<file path="config.mk">
export PLATFORM = sky130hd
export DESIGN_NAME = m_btn_reduce
export DESIGN_NICKNAME = d
export VERILOG_FILES = /design/src/rtl/m_btn_reduce.sv
export SDC_FILE = /design/constraint.sdc
export NUM_CORES = 1
export LEC_CHECK = 0
export ABC_AREA = 1
export BUFFER_PORTS_ARGS = -buffer_cell sky130_fd_sc_hd__buf_2
export CELL_PAD_IN_SITES_DETAIL_PLACEMENT = 1
export CELL_PAD_IN_SITES_GLOBAL_PLACEMENT = 1
export CORE_ASPECT_RATIO = 1.25
export CORE_MARGIN = 3
export CORE_UTILIZATION = 46
export CTS_CLUSTER_SIZE = 25
export DETAILED_ROUTE_END_ITERATION = 6
export PLACE_DENSITY = 0.82
export SLEW_MARGIN = 0
export SYNTH_ARGS = -nofsm -noshare
export SYNTH_HDL_FRONTEND = slang
export SYNTH_SLANG_ARGS = --single-unit
</file>
<file path="constraint.sdc">
create_clock -name w_clk -period 2.6 [get_ports w_clk]
set_input_delay 0.78 -clock w_clk [delete_from_list [all_inputs] [get_ports w_clk]]
set_output_delay 0.78 -clock w_clk [all_outputs]
set_load 0.005 [all_outputs]
</file>
<file path="src/rtl/m_btn_reduce.sv">
// Debounced push-button bank with registered AND/OR/XOR reductions,
// an any-pressed rise pulse and a saturating all-pressed event counter.
module m_btn_reduce #(
  parameter int WIDTH     = 5,
  parameter int DB_CYCLES = 4,
  parameter int CNT_W     = 8
) (
  input  logic             w_clk,
  input  logic             w_rst,
  input  logic [WIDTH-1:0] w_btn,
  input  logic             w_clr,
  output logic [WIDTH-1:0] w_stable,
  output logic [2:0]       w_led,
  output logic             w_any_rise,
  output logic [CNT_W-1:0] w_all_cnt
);

  localparam int CW = $clog2(DB_CYCLES + 1);
  localparam logic [CW-1:0] CMAX = CW'(DB_CYCLES - 1);

  logic [WIDTH-1:0]         s1_q, s2_q;
  logic [WIDTH-1:0]         db_q, db_d;
  logic [WIDTH-1:0][CW-1:0] cnt_q, cnt_d;
  logic [2:0]               led_q, led_d;
  logic                     rise_q, rise_d;
  logic                     led0_q;
  logic [CNT_W-1:0]         all_q, all_d;
  logic                     all_rise;

  // A bit is accepted only after DB_CYCLES consecutive mismatching samples
  always_comb begin
    db_d  = db_q;
    cnt_d = '0;
    for (int i = 0; i < WIDTH; i++) begin
      if (s2_q[i] != db_q[i]) begin
        if (cnt_q[i] == CMAX) db_d[i] = s2_q[i];
        else cnt_d[i] = cnt_q[i] + CW'(1);
      end
    end
  end

  always_comb begin
    led_d  = {^db_q, |db_q, &db_q};
    rise_d = (|db_q) & ~led_q[1];
  end

  assign all_rise = led_q[0] & ~led0_q;

  always_comb begin
    all_d = all_q;
    if (w_clr) all_d = '0;
    else if (all_rise && all_q != '1) all_d = all_q + CNT_W'(1);
  end

  always_ff @(posedge w_clk or posedge w_rst) begin
    if (w_rst) begin
      s1_q   <= '0;
      s2_q   <= '0;
      db_q   <= '0;
      cnt_q  <= '0;
      led_q  <= '0;
      rise_q <= 1'b0;
      led0_q <= 1'b0;
      all_q  <= '0;
    end else begin
      s1_q   <= w_btn;
      s2_q   <= s1_q;
      db_q   <= db_d;
      cnt_q  <= cnt_d;
      led_q  <= led_d;
      rise_q <= rise_d;
      led0_q <= led_q[0];
      all_q  <= all_d;
    end
  end

  assign w_stable   = db_q;
  assign w_led      = led_q;
  assign w_any_rise = rise_q;
  assign w_all_cnt  = all_q;

endmodule

</file>
After elaboration in Yosys (flattened, before gate mapping)
Cells that the tools add are included.
Storage, ports and cells
  latch bits: 0
  bits in writable memories: 0
  word-level logic and storage cells: 59
  register bits after elaboration: 43
  memories: 0
  ROM bits: 0
  input bits: 8
Operators by class
  muxes and demuxes: 12
  order comparisons: 0
  equal/unequal tests: 11
  reduce and logical (&&, ||, !) cells: 10
  div/mod/pow operators: 0
  multipliers: 0
  add/subtract/negate cells: 6
  bitwise operators: 4
  shift operators: 0
Operators with widths (count)
  two-way mux 3 bit: 10
  two-way mux 8 bit: 2
  adder 3 x 1 -> 3 bit, second input constant: 5
  == test 3 x 2 -> 1 bit, second input constant: 5
  AND reduction 2 bit: 5
  adder 8 x 1 -> 8 bit, second input constant: 1
  inequality test 8 bit, second input constant: 1
  inequality test 1 bit: 5
  AND reduction 5 bit: 1
  OR reduction 5 bit: 1
  parity 5 bit: 1
  bitwise AND 1 bit: 2
  inverter 1 bit: 2
  nonzero test 2 bit: 1
  logical AND 1 bit: 1

Logic depth before layout (Yosys ltp)
Gate-level depths: netlist of run 1.
  depth after elaboration: 5
  gate-level depth with buffers: 9
  mapped depth without buffers: 9

Worst setup path after synthesis of run 1
Ideal clock, no wire load.
  path type: register -> register
  from: register all_q[0] (netlist: w_all_cnt[0])
  to: register all_q[7] (netlist: w_all_cnt[7])
  setup time: 0.118 ns
  cell stages (with the launch flop): 10
  data required time: 2.482 ns
  path slack: 1.352 ns
  data arrival time: 1.129 ns
  cell sequence: dfrtp_1 ha_1 nand2_2 nor2_2 nand2_1 nand2_2 nand2_4 clkinv_4 nand2_1 nand2_1
Between the ends
  longest elaborated chain between the ends: 3
  elaborated cells between the ends (all ways): 6
Ends and longest elaborated chain
  from (decl): RTL line 27  | logic [CNT_W-1:0] all_q, all_d;
  from (signal assigned): RTL line 73  | all_q <= all_d;
  adder 8 x 1 -> 8 bit or inequality test 8 bit (tied branches): RTL line 52  | else if (all_rise && all_q != '1) all_d = all_q + CNT_W'(1);
  two-way mux 8 bit or logical AND 1 bit (tied branches): RTL line 52
  two-way mux 8 bit or nonzero test 2 bit (tied branches)
Several ways; a longest one is shown, not always the timed one. The select of a mux whose other input is x is not followed.
A chain may end at the register's enable or synchronous reset.

Final worst setup path of run 1
  from: register all_q[5] (netlist: w_all_cnt[5])
  to: output w_all_cnt[5]
RTL lines
  to (decl): RTL line 15  | output logic [CNT_W-1:0] w_all_cnt
No word-level cell between the ends.

==> results of run 1 <==
-- layer usage --
metal	vias to the layer above	GRT usage [%]	wire length [µm]
met5	-	0	0
met4	0	8.25	87
met3	10	5.25	151
met2	31	31.7	1920
met1	623	19.0	1360
li1	621	-	-
-- final timing paths --
check,endpoint,start,slack [ns],cells after the start
setup / recovery,w_all_cnt[5],w_all_cnt[5],0.92,1
hold / removal,s2_q[2],s1_q[2],0.35,0
setup reg to reg,w_all_cnt[6],w_all_cnt[1],1.12,6
hold reg to reg,s2_q[2],s1_q[2],0.35,0
max in group asynchronous,s2_q[2],w_rst,1.64,3
min in group asynchronous,cnt_q[3],w_rst,0.61,3
-- where the power goes --
part / switching, mW / internal [mW] / leakage, nW / total [mW]
Clock: 0.208 / 0.310 / 0.0612 / 0.519
Sequential: 0.0913 / 0.800 / 0.546 / 0.892
Combinational: 0.279 / 0.220 / 0.459 / 0.499
-- flip-flops by register name, indices dropped and copies added, names as in the netlist --
name        cells
cnt_q          15
w_all_cnt       8
s1_q            5
s2_q            5
w_stable        5
w_led           3
led0_q          1
w_any_rise      1
-- through the flow --
stage	std cells	hold slack (ns)
after floorplan	177	0.331
after global placement	241	0.333
after detailed placement	241	0.336
after CTS	249	0.358
after global routing	249	0.373
final	249	0.355
-- cells in the mapped netlist (all sizes together) --
master	instances	area share, %
a21oi	8	2.2
a31oi	1	0.35
clkinv	1	0.49
dfrtp	43	60
ha	10	7.0
inv	22	4.6
nand2	41	9.3
nand3	8	2.2
nand4	1	0.35
nor2	19	4.4
nor3	6	1.7
nor3b	5	2.1
o21ai	4	1.1
o21bai	1	0.42
xnor2	6	2.9
xor2	1	0.49
-- logic make-up (layout without fill, tap and decap cells) --
group / after synthesis / count (layout) / synth area share [%]
simple gates: 80 / 80 / 20.1
flops: 43 / 43 / 60.2
buf+inv: 23 / 56 / 5.11
compound gates: 14 / 14 / 4.13
fa+ha+maj: 10 / 10 / 7.00
xor+xnor: 7 / 7 / 3.43
-- cell type report --
type	count	area [µm²]
fill	422	1520
clock buffer	6	82.6
inverter	23	91.3
multi-input combinational	111	619
tap	39	48.8
timing repair buffer	25	128
sequential	43	1080
clock inverter	2	35.0
==> key figures, run 1 <==
Placed design
  – RD Place Congestion: 0.859
  – Dpl cell area: 1960 µm²
  – # port buffers: 24
  – Post-DP HPWL: 2.76 mm
  – DP Worst Slack: 1.13 ns

STA
  – Final Worst Setup Slack: 0.916 ns
  – Final Cycle Share: 64.8%
  – Slew headroom: 65.7%
  – Pins Over Slew Limit: 0
  – Worst-margin pin slew: 0.514 ns
  – Crit path time final: 1.68 ns
  – Setup violators final: 0
  – RSZ-0062 raised after global routing: no
  – F_max: 594 MHz
  – Final Skew: 0.00741 ns
  – Setup TNS: 0 ns
  – Fin. Hold Viols: 0

Synth
  – Post-Syn Area: 1790 µm²
  – Synth cell types: 21
  – Synth Register Bits: 43
  – Mapped Avg Cell Area: 10.1 µm²
  – Mapped Cells: 177
  – Warnings, synthesis: 0
  – Syn_nets: 195
  – Sequential area share after synthesis: 60.2%

Power and ir drop
  – Static leakage: 1.07 nW
  – Power Total: 1.91 mW
  – PwrDens: 917 nW/µm²
  – Peak supply drop: 567 µV

Layout
  – Proportion of layout cells with a drive suffix above 1: 20.0%
  – Final core occ: 57.7%
  – Layout Nets: 227
  – Commonest non-fill, non-tap cell in the layout: dfrtp_1
  – Final Cell Area: 2080 µm²
  – Synth-to-Final Area Change: 16.5%
  – Inserted Diodes: 0
  – Most frequent cells in the layout: dfrtp_1 (43), nand2_1 (38), buf_2 (24)

Drt
  – Post-DR wirelength/cell: 14.1 µm
  – ANT nets after route: 0
  – Via Count: 1285
  – Total Routed Length: 3.52 mm
  – # DRC: 0
  – 1st-pass router iterations: 4
  – Via/cell ratio: 5.16
  – DRT iter0 DRCs: 42

Die
  – Die Footprint: 4670 µm²
  – Chip height: 75.7 µm
  – Initial Utilization: 49.6%
  – # IOs: 25
  – Chip width: 61.7 µm
  – Core Area: 3600 µm²
  – Std cell rows: 24

Setup path
  – Crit Path Max Fanout: 7
  – CP Cell Sequence: buf_2
  – Critical Path RT: 1.82 ns
  – Crit-path leading delay family: flip-flops
  – CP peak stage delay: 0.46 ns
  – Startpoint types: register
  – Buf/Inv on CP: 1
  – Critical path capture point type: output port
  – Worst setup path class: register to output port
  – CP max stage cell: dfrtp_1
  – WP data arrival: 0.90 ns

Clocking
  – Num CTS Buffers: 5
  – Clock Latency Late Sink: 0.29 ns
  – Clk sink count: 43
  – Post-CTS Setup Bufs: 0
  – CTS tree: done
  – Clk root buf: clkbuf_8
  – H-Tree Depth: 2
  – Post-CTS Resized: 0
  – Max clock buf depth: 2
  – Clock transition at path regs: 0.07 ns
  – Hold_buf cts: 0

Hold path
  – Hold crit path type: register to register

GRT
  – Total Routing Usage GR: 17.8%
  – Vias in the first global route: 1384
  – Global-route wire length before repair: 5.91 mm
  – Largest net degree at the start of global routing: 44
  – Total grt overflow: 0
  – Initial antenna violation count: 0

Outcome
  – Result of the run: finished, final reports clean

Job
  – Max-cap violation count: 0
No activity file was read; power rests on OpenSTA's default activity.
==> inputs of run 2 (changes only) <==
ABC_AREA = 0   (was 1)
CORE_UTILIZATION = 45   (was 46)
PLACE_DENSITY = 0.77   (was 0.82)
clock period = 1.7 ns   (was 2.6 ns; I/O delays follow)
==> run 2 against run 1 <==
Hold slack worse by 0.038 ns. Core utilization is 2.3 points lower. Total power up 39%. Global-route usage fell by 2.9 points. Flip-flop and latch count is the same. Critical path type is now register to register. Highest routed layer unchanged.
==> key figures, run 2 <==
Synth
  – Synth async-reset ratio: 100% (unchanged)
  – Share of the synthesized area in the top cell type: 62.5% (was 60.2%)
  – Warnings, synthesis: 0 (unchanged)
  – Mapped Avg Cell Area: 13.6 µm² (was 10.1 µm²)
  – Synth cell count leaders: dfrtp_1 (43), ha_1 (10), nor3b_1 (9) (was dfrtp_1 (43), nand2_1 (38), inv_1 (20))
  – Synth Register Bits: 43 (unchanged)
  – Count leader, synth: dfrtp_1 (unchanged)
  – Synth cell types: 29 (was 21)
  – Top cells by area, synth: dfrtp_1 (62%), ha_1 (7.3%), nor3b_1 (3.9%), xnor2_1 (3.6%), nor2b_1 (2.2%) (was dfrtp_1 (60%), nand2_1 (8.0%), ha_1 (7.0%), inv_1 (4.2%), nor2_1 (3.4%))
  – Post-Syn Area: 1720 µm² (was 1790 µm²)
  – Sequential area share after synthesis: 62.5% (was 60.2%)
  – Mapped Cells: 127 (was 177)
  – Main flop type after synthesis: dfrtp_1 (unchanged)
  – Post-synth top area cell: dfrtp_1 (unchanged)
  – Syn_nets: 145 (was 195)
  – Post-synth EDFFs: 0 (unchanged)

Setup path
  – RR Startpoint: w_all_cnt[0] (was w_all_cnt[1])
  – CP max stage cell: dfrtp_1 (unchanged)
  – Flop2flop setup slack: 0.15 ns (was 1.12 ns)
  – Crit-path leading delay family: simple AND/OR/NAND/NOR gates (was flip-flops)
  – Critical path capture point type: register (was output port)
  – WP data arrival: 1.77 ns (was 0.90 ns)
  – Worst setup path class: register to register (was register to output port)
  – R2R Path End: w_all_cnt[5] (was w_all_cnt[6])
  – Buf/Inv on CP: 0 (was 1)
  – CP Cell Sequence: ha_1, nand3_1, o211ai_4, or3_1, a21oi_1 (was buf_2)
  – Worst Reg-to-Reg Cells: 5 (was 6)
  – Crit Path Max Fanout: 5 (was 7)
  – CP peak stage delay: 0.42 ns (was 0.46 ns)
  – Critical Path RT: 1.92 ns (was 1.82 ns)
  – Startpoint types: register (unchanged)

STA
  – Final Skew: 0.00409 ns (was 0.00741 ns)
  – F_max: 645 MHz
  – Setup violators final: 0 (unchanged)
  – Pins Over Slew Limit: 0 (unchanged)
  – Slew headroom: 65.4% (was 65.7%)
  – RSZ-0062 raised after global routing: no (unchanged)
  – Fin. Hold Viols: 0 (unchanged)
  – Worst-margin pin slew: 0.520 ns (was 0.514 ns)
  – Crit path time final: 1.55 ns
  – Final Cycle Share: 91.3%
  – Setup TNS: 0 ns (unchanged)

Placed design
  – Placed Instances: 190 (was 241)
  – Post-DP HPWL: 2.28 mm (was 2.76 mm)
  – # port buffers: 24 (unchanged)
  – RD Place Congestion: 0.791 (was 0.859)

Drt
  – Total Routed Length: 2.93 mm (was 3.52 mm)
  – DRT iter0 DRCs: 63 (was 42)
  – ANT nets after route: 0 (unchanged)
  – # DRC: 0 (unchanged)
  – Post-DR wirelength/cell: 14.8 µm (was 14.1 µm)
  – 1st-pass router iterations: 4 (unchanged)
  – Via/cell ratio: 5.26 (was 5.16)
  – Via Count: 1042 (was 1285)

GRT
  – Total Routing Usage GR: 14.9% (was 17.8%)
  – Global-route wire length before repair: 4.90 mm (was 5.91 mm)
  – Total grt overflow: 0 (unchanged)
  – Initial antenna violation count: 0 (unchanged)
  – Vias in the first global route: 1093 (was 1384)
  – Largest net degree at the start of global routing: 44 (unchanged)

Clocking
  – CTS tree: done (unchanged)
  – Post-CTS Resized: 0 (unchanged)
  – Clock Latency Late Sink: 0.29 ns (about the same)
  – Clock transition at path regs: 0.08 ns (was 0.07 ns)
  – Hold_buf cts: 0 (unchanged)
  – Clk sink count: 43 (unchanged)
  – H-Tree Depth: 2 (unchanged)
  – Max clock buf depth: 2 (unchanged)
  – Post-CTS Setup Bufs: 0 (unchanged)
  – Clk root buf: clkbuf_8 (unchanged)
  – Num CTS Buffers: 5 (unchanged)

Outcome
  – Result of the run: finished, final reports clean (unchanged)

Die
  – Core Area: 3570 µm² (was 3600 µm²)
  – Chip height: 75.2 µm (was 75.7 µm)
  – Initial Utilization: 48.2% (was 49.6%)
  – Std cell rows: 24 (unchanged)
  – # IOs: 25 (unchanged)
  – Chip width: 61.3 µm (was 61.7 µm)
  – Die Footprint: 4610 µm² (was 4670 µm²)

Hold path
  – Worst Hold End: s1_q[4] (was s2_q[2])
  – Hold Startpoint: w_btn[4] (was s1_q[2])
  – Hold path cells: 1 (was 0)
  – Hold crit path type: input port to register (was register to register)

Job
  – Max-cap violation count: 0 (unchanged)

Layout
  – Non-filler cells, final: 198 (was 249)
  – Inserted Diodes: 0 (unchanged)
  – Proportion of layout cells with a drive suffix above 1: 25.8% (was 20.0%)
  – Synth-to-Final Area Change: 15.0% (was 16.5%)
  – Biggest register: cnt_q (unchanged)
  – Layout Nets: 176 (was 227)
  – Max reg flops: 15 (unchanged)
  – Most frequent cells in the layout: dfrtp_1 (43), buf_2 (24), ha_1 (10) (was dfrtp_1 (43), nand2_1 (38), buf_2 (24))
  – Commonest non-fill, non-tap cell in the layout: dfrtp_1 (unchanged)

Power and ir drop
  – PwrDens: 1340 nW/µm² (was 917 nW/µm²)
  – Static leakage: 0.992 nW (was 1.07 nW)
  – Peak supply drop: 780 µV (was 567 µV)
[run 2: cell count changes after synthesis, moves of 3 or more]
cell,before,now
nor2_1,16,6
nor3b_1,5,9
nand3_1,8,1
xor2_1,1,4
mux2_2,0,3
nand2_1,38,3
a21oi_1,8,2
inv_1,20,5
nor2_2,3,0
nor2b_1,0,6
[run 2: kinds of logic after synthesis]
group	share of synthesized area, %
simple gates	15.9
mux	3.12
flops	62.5
buf+inv	1.31
fa+ha+maj	7.26
compound gates	4.36
xor+xnor	5.59
[run 2: report_power, final]
part	switching (mW)	internal, mW
clock network	0.322	0.287
registers	0.153	1.23
logic	0.318	0.357
total	0.793	1.87
[run 2: metrics by stage]
| step | hold WS (ns) | power (mW) | util, % | cell area (µm²) | setup slack [ns] |
|---|---|---|---|---|---|
| CTS | 0.301 | 2.75 | 55.4 | 1980 | 0.139 |
| finish | 0.317 | 2.66 | 55.4 | 1980 | 0.149 |
| global route | 0.297 | 2.88 | 55.4 | 1980 | 0.0269 |
| global placement | 0.332 | 2.01 | 53.0 | 1900 | 0.219 |
| detailed placement | 0.337 | 2.11 | 53.0 | 1900 | 0.147 |
| floorplan | 0.331 | 1.84 | - | 1720 | 0.187 |
[run 2: layout make-up]
type	count	area, µm²
inverter	5	18.8
sequential	43	1080
clock buffer	6	72.6
clock inverter	2	12.5
timing repair buffer	25	128
tap	39	48.8
fill	385	1590
multi-input combinational	78	624
[run 2: worst max-delay path by stage]
stage / to / from / cells past startpoint / slack, ns
4_1_cts: w_all_cnt[5] / w_all_cnt[0] / 5 / 0.14
3_5_place_dp: w_all_cnt[5] / w_all_cnt[0] / 5 / 0.15
3_3_place_gp: w_all_cnt[5] / w_all_cnt[0] / 5 / 0.22
5_1_grt: w_all_cnt[7] / w_all_cnt[0] / 5 / 0.03
6_report: w_all_cnt[5] / w_all_cnt[0] / 5 / 0.15
2_1_floorplan: cnt_q[0] / w_rst / 1 / 0.19
[run 2: metal layers]
layer  GRT usage (%)  routed length, µm  vias up
li1                -                  -      494
met1            16.3               1130      520
met2            25.9               1620       22
met3            5.32                133        6
met4            6.37                 52        0
met5               0                  0        -
[run 2: worst register-to-register path, cell delays in order (launching register included)]
cell	delay [ns]
dfrtp_1	0.42
ha_1	0.26
nand3_1	0.22
o211ai_4	0.12
or3_1	0.32
a21oi_1	0.15
==> inputs of run 3 (changes only) <==
BUFFER_PORTS_ARGS = -buffer_cell sky130_fd_sc_hd__clkbuf_2   (was -buffer_cell sky130_fd_sc_hd__buf_2)
==> run 3 against run 2 <==
Critical path type unchanged. Clock-buffer cell count up 1. Hold slack gained 0.0018 ns. Die area stayed put. Routed wire length fell by 0.95%. Highest routed layer unchanged.
==> key figures, run 3 (synthesis gave the netlist of run 2 again) <==
Outcome
  – Result of the run: finished, final reports clean (unchanged)

Die
  – Die Footprint: 4610 µm² (unchanged)
  – Std cell rows: 24 (unchanged)
  – # IOs: 25 (unchanged)
  – Chip width: 61.3 µm (unchanged)
  – Initial Utilization: 48.2% (unchanged)
  – Chip height: 75.2 µm (unchanged)
  – Core Area: 3570 µm² (unchanged)

Drt
  – Total Routed Length: 2.91 mm (was 2.93 mm)
  – ANT nets after route: 0 (unchanged)
  – 1st-pass router iterations: 3 (was 4)
  – Post-DR wirelength/cell: 14.7 µm (was 14.8 µm)
  – Via Count: 1046 (was 1042)
  – Via/cell ratio: 5.28 (was 5.26)
  – DRT iter0 DRCs: 57 (was 63)
  – # DRC: 0 (unchanged)

GRT
  – Vias in the first global route: 1105 (was 1093)
  – Global-route wire length before repair: 5.02 mm (was 4.90 mm)
  – Total Routing Usage GR: 15.1% (was 14.9%)
  – Total grt overflow: 0 (unchanged)
  – Initial antenna violation count: 0 (unchanged)
  – Largest net degree at the start of global routing: 44 (unchanged)

STA
  – Final Worst Setup Slack: 0.0876 ns (was 0.149 ns)
  – Final Skew: 0.00363 ns (was 0.00409 ns)
  – Fin. Hold Viols: 0 (unchanged)
  – Final Cycle Share: 94.8% (was 91.3%)
  – Setup TNS: 0 ns (unchanged)
  – Pins Over Slew Limit: 0 (unchanged)
  – Worst-margin pin slew: 0.522 ns (was 0.520 ns)
  – Slew headroom: 65.2% (was 65.4%)
  – Crit path time final: 1.61 ns (was 1.55 ns)
  – F_max: 620 MHz (was 645 MHz)
  – RSZ-0062 raised after global routing: no (unchanged)
  – Setup violators final: 0 (unchanged)

Placed design
  – Post-DP HPWL: 2.22 mm (was 2.28 mm)
  – RD Place Congestion: 0.785 (was 0.791)
  – # port buffers: 24 (unchanged)
  – DP Worst Slack: 0.145 ns (was 0.147 ns)

Layout
  – Filler Cell Count: 381 (was 385)
  – Biggest register: cnt_q (unchanged)
  – Most frequent cells in the layout: dfrtp_1 (43), clkbuf_2 (24), ha_1 (10) (was dfrtp_1 (43), buf_2 (24), ha_1 (10))
  – Synth-to-Final Area Change: 14.7% (was 15.0%)
  – Commonest non-fill, non-tap cell in the layout: dfrtp_1 (unchanged)
  – Proportion of layout cells with a drive suffix above 1: 25.2% (was 25.8%)
  – Inserted Diodes: 0 (unchanged)
  – Layout Nets: 176 (unchanged)
  – Max reg flops: 15 (unchanged)

Job
  – Max-cap violation count: 0 (unchanged)

Clocking
  – H-Tree Depth: 2 (unchanged)
  – Clk sink count: 43 (unchanged)
  – CTS tree: done (unchanged)
  – Hold_buf cts: 0 (unchanged)
  – Num CTS Buffers: 5 (unchanged)
  – Post-CTS Resized: 0 (unchanged)
  – Clock Latency Late Sink: 0.29 ns (about the same)
  – Post-CTS Setup Bufs: 0 (unchanged)
  – Max clock buf depth: 2 (unchanged)
  – Clock transition at path regs: 0.07 ns (was 0.08 ns)
  – Clk root buf: clkbuf_8 (unchanged)

Power and ir drop
  – PwrDens: 1340 nW/µm² (about the same)
  – Static leakage: 0.986 nW (was 0.992 nW)
  – Peak supply drop: 737 µV (was 780 µV)
  – Power Total: 2.65 mW (was 2.66 mW)

Setup path
  – Critical path capture point type: register (unchanged)
  – Worst setup path class: register to register (unchanged)
  – Startpoint types: register (unchanged)
  – Critical Path RT: 1.91 ns (was 1.92 ns)
  – Crit Path Max Fanout: 5 (unchanged)
  – WP data arrival: 1.82 ns (was 1.77 ns)

Hold path
  – Hold crit path type: input port to asynchronous set/reset pin (was input port to register)
## run 3: per-layer routing
layer | GRT usage [%] | vias to the layer above | wire, µm
li1 | - | 491 | -
met1 | 16.8 | 530 | 1150
met2 | 26.0 | 21 | 1570
met3 | 5.15 | 4 | 143
met4 | 6.37 | 0 | 50
met5 | 0 | - | 0
## run 3: where the power goes
group | internal (mW) | switching, mW
Sequential | 1.23 | 0.150
Clock | 0.288 | 0.316
Combinational | 0.359 | 0.314
Total | 1.87 | 0.780
## run 3: final timing paths
| path | from | cells past startpoint | to | slack, ns |
|---|---|---|---|---|
| min reg2reg | s1_q[0] | 0 | s2_q[0] | 0.36 |
| min in group w_clk | w_btn[4] | 1 | s1_q[4] | 0.32 |
| max reg2reg | w_all_cnt[0] | 5 | w_all_cnt[5] | 0.09 |
| max | w_all_cnt[0] | 5 | w_all_cnt[5] | 0.09 |
| max in group asynchronous | w_rst | 3 | w_all_cnt[1] | 1.02 |
| min | w_rst | 3 | cnt_q[4] | 0.32 |
## run 3: per-stage QoR
step / instance area, µm² / instances / utilization [%] / hold WS, ns
2_1_floorplan: 1720 / 127 / - / 0.331
3_3_place_gp: 1900 / 190 / 53.0 / 0.331
3_5_place_dp: 1900 / 190 / 53.0 / 0.342
4_1_cts: 1980 / 198 / 55.3 / 0.306
5_1_grt: 1980 / 198 / 55.3 / 0.307
6_report: 1980 / 198 / 55.3 / 0.318
## run 3: cell type report
class	count	area, µm²	area share [%]
multi-input combinational	78	624	31.6
inverter	5	18.8	0.949
tap	39	48.8	2.47
sequential	43	1080	54.4
clock buffer	7	76.3	3.86
timing repair buffer	25	128	6.46
clock inverter	1	5.00	0.253
## run 3: critical path, stage by stage, from the launching register on
cell,delay [ns]
dfrtp_1,0.42
ha_1,0.25
nand3_1,0.23
o211ai_4,0.12
or3_1,0.32
a21oi_1,0.19
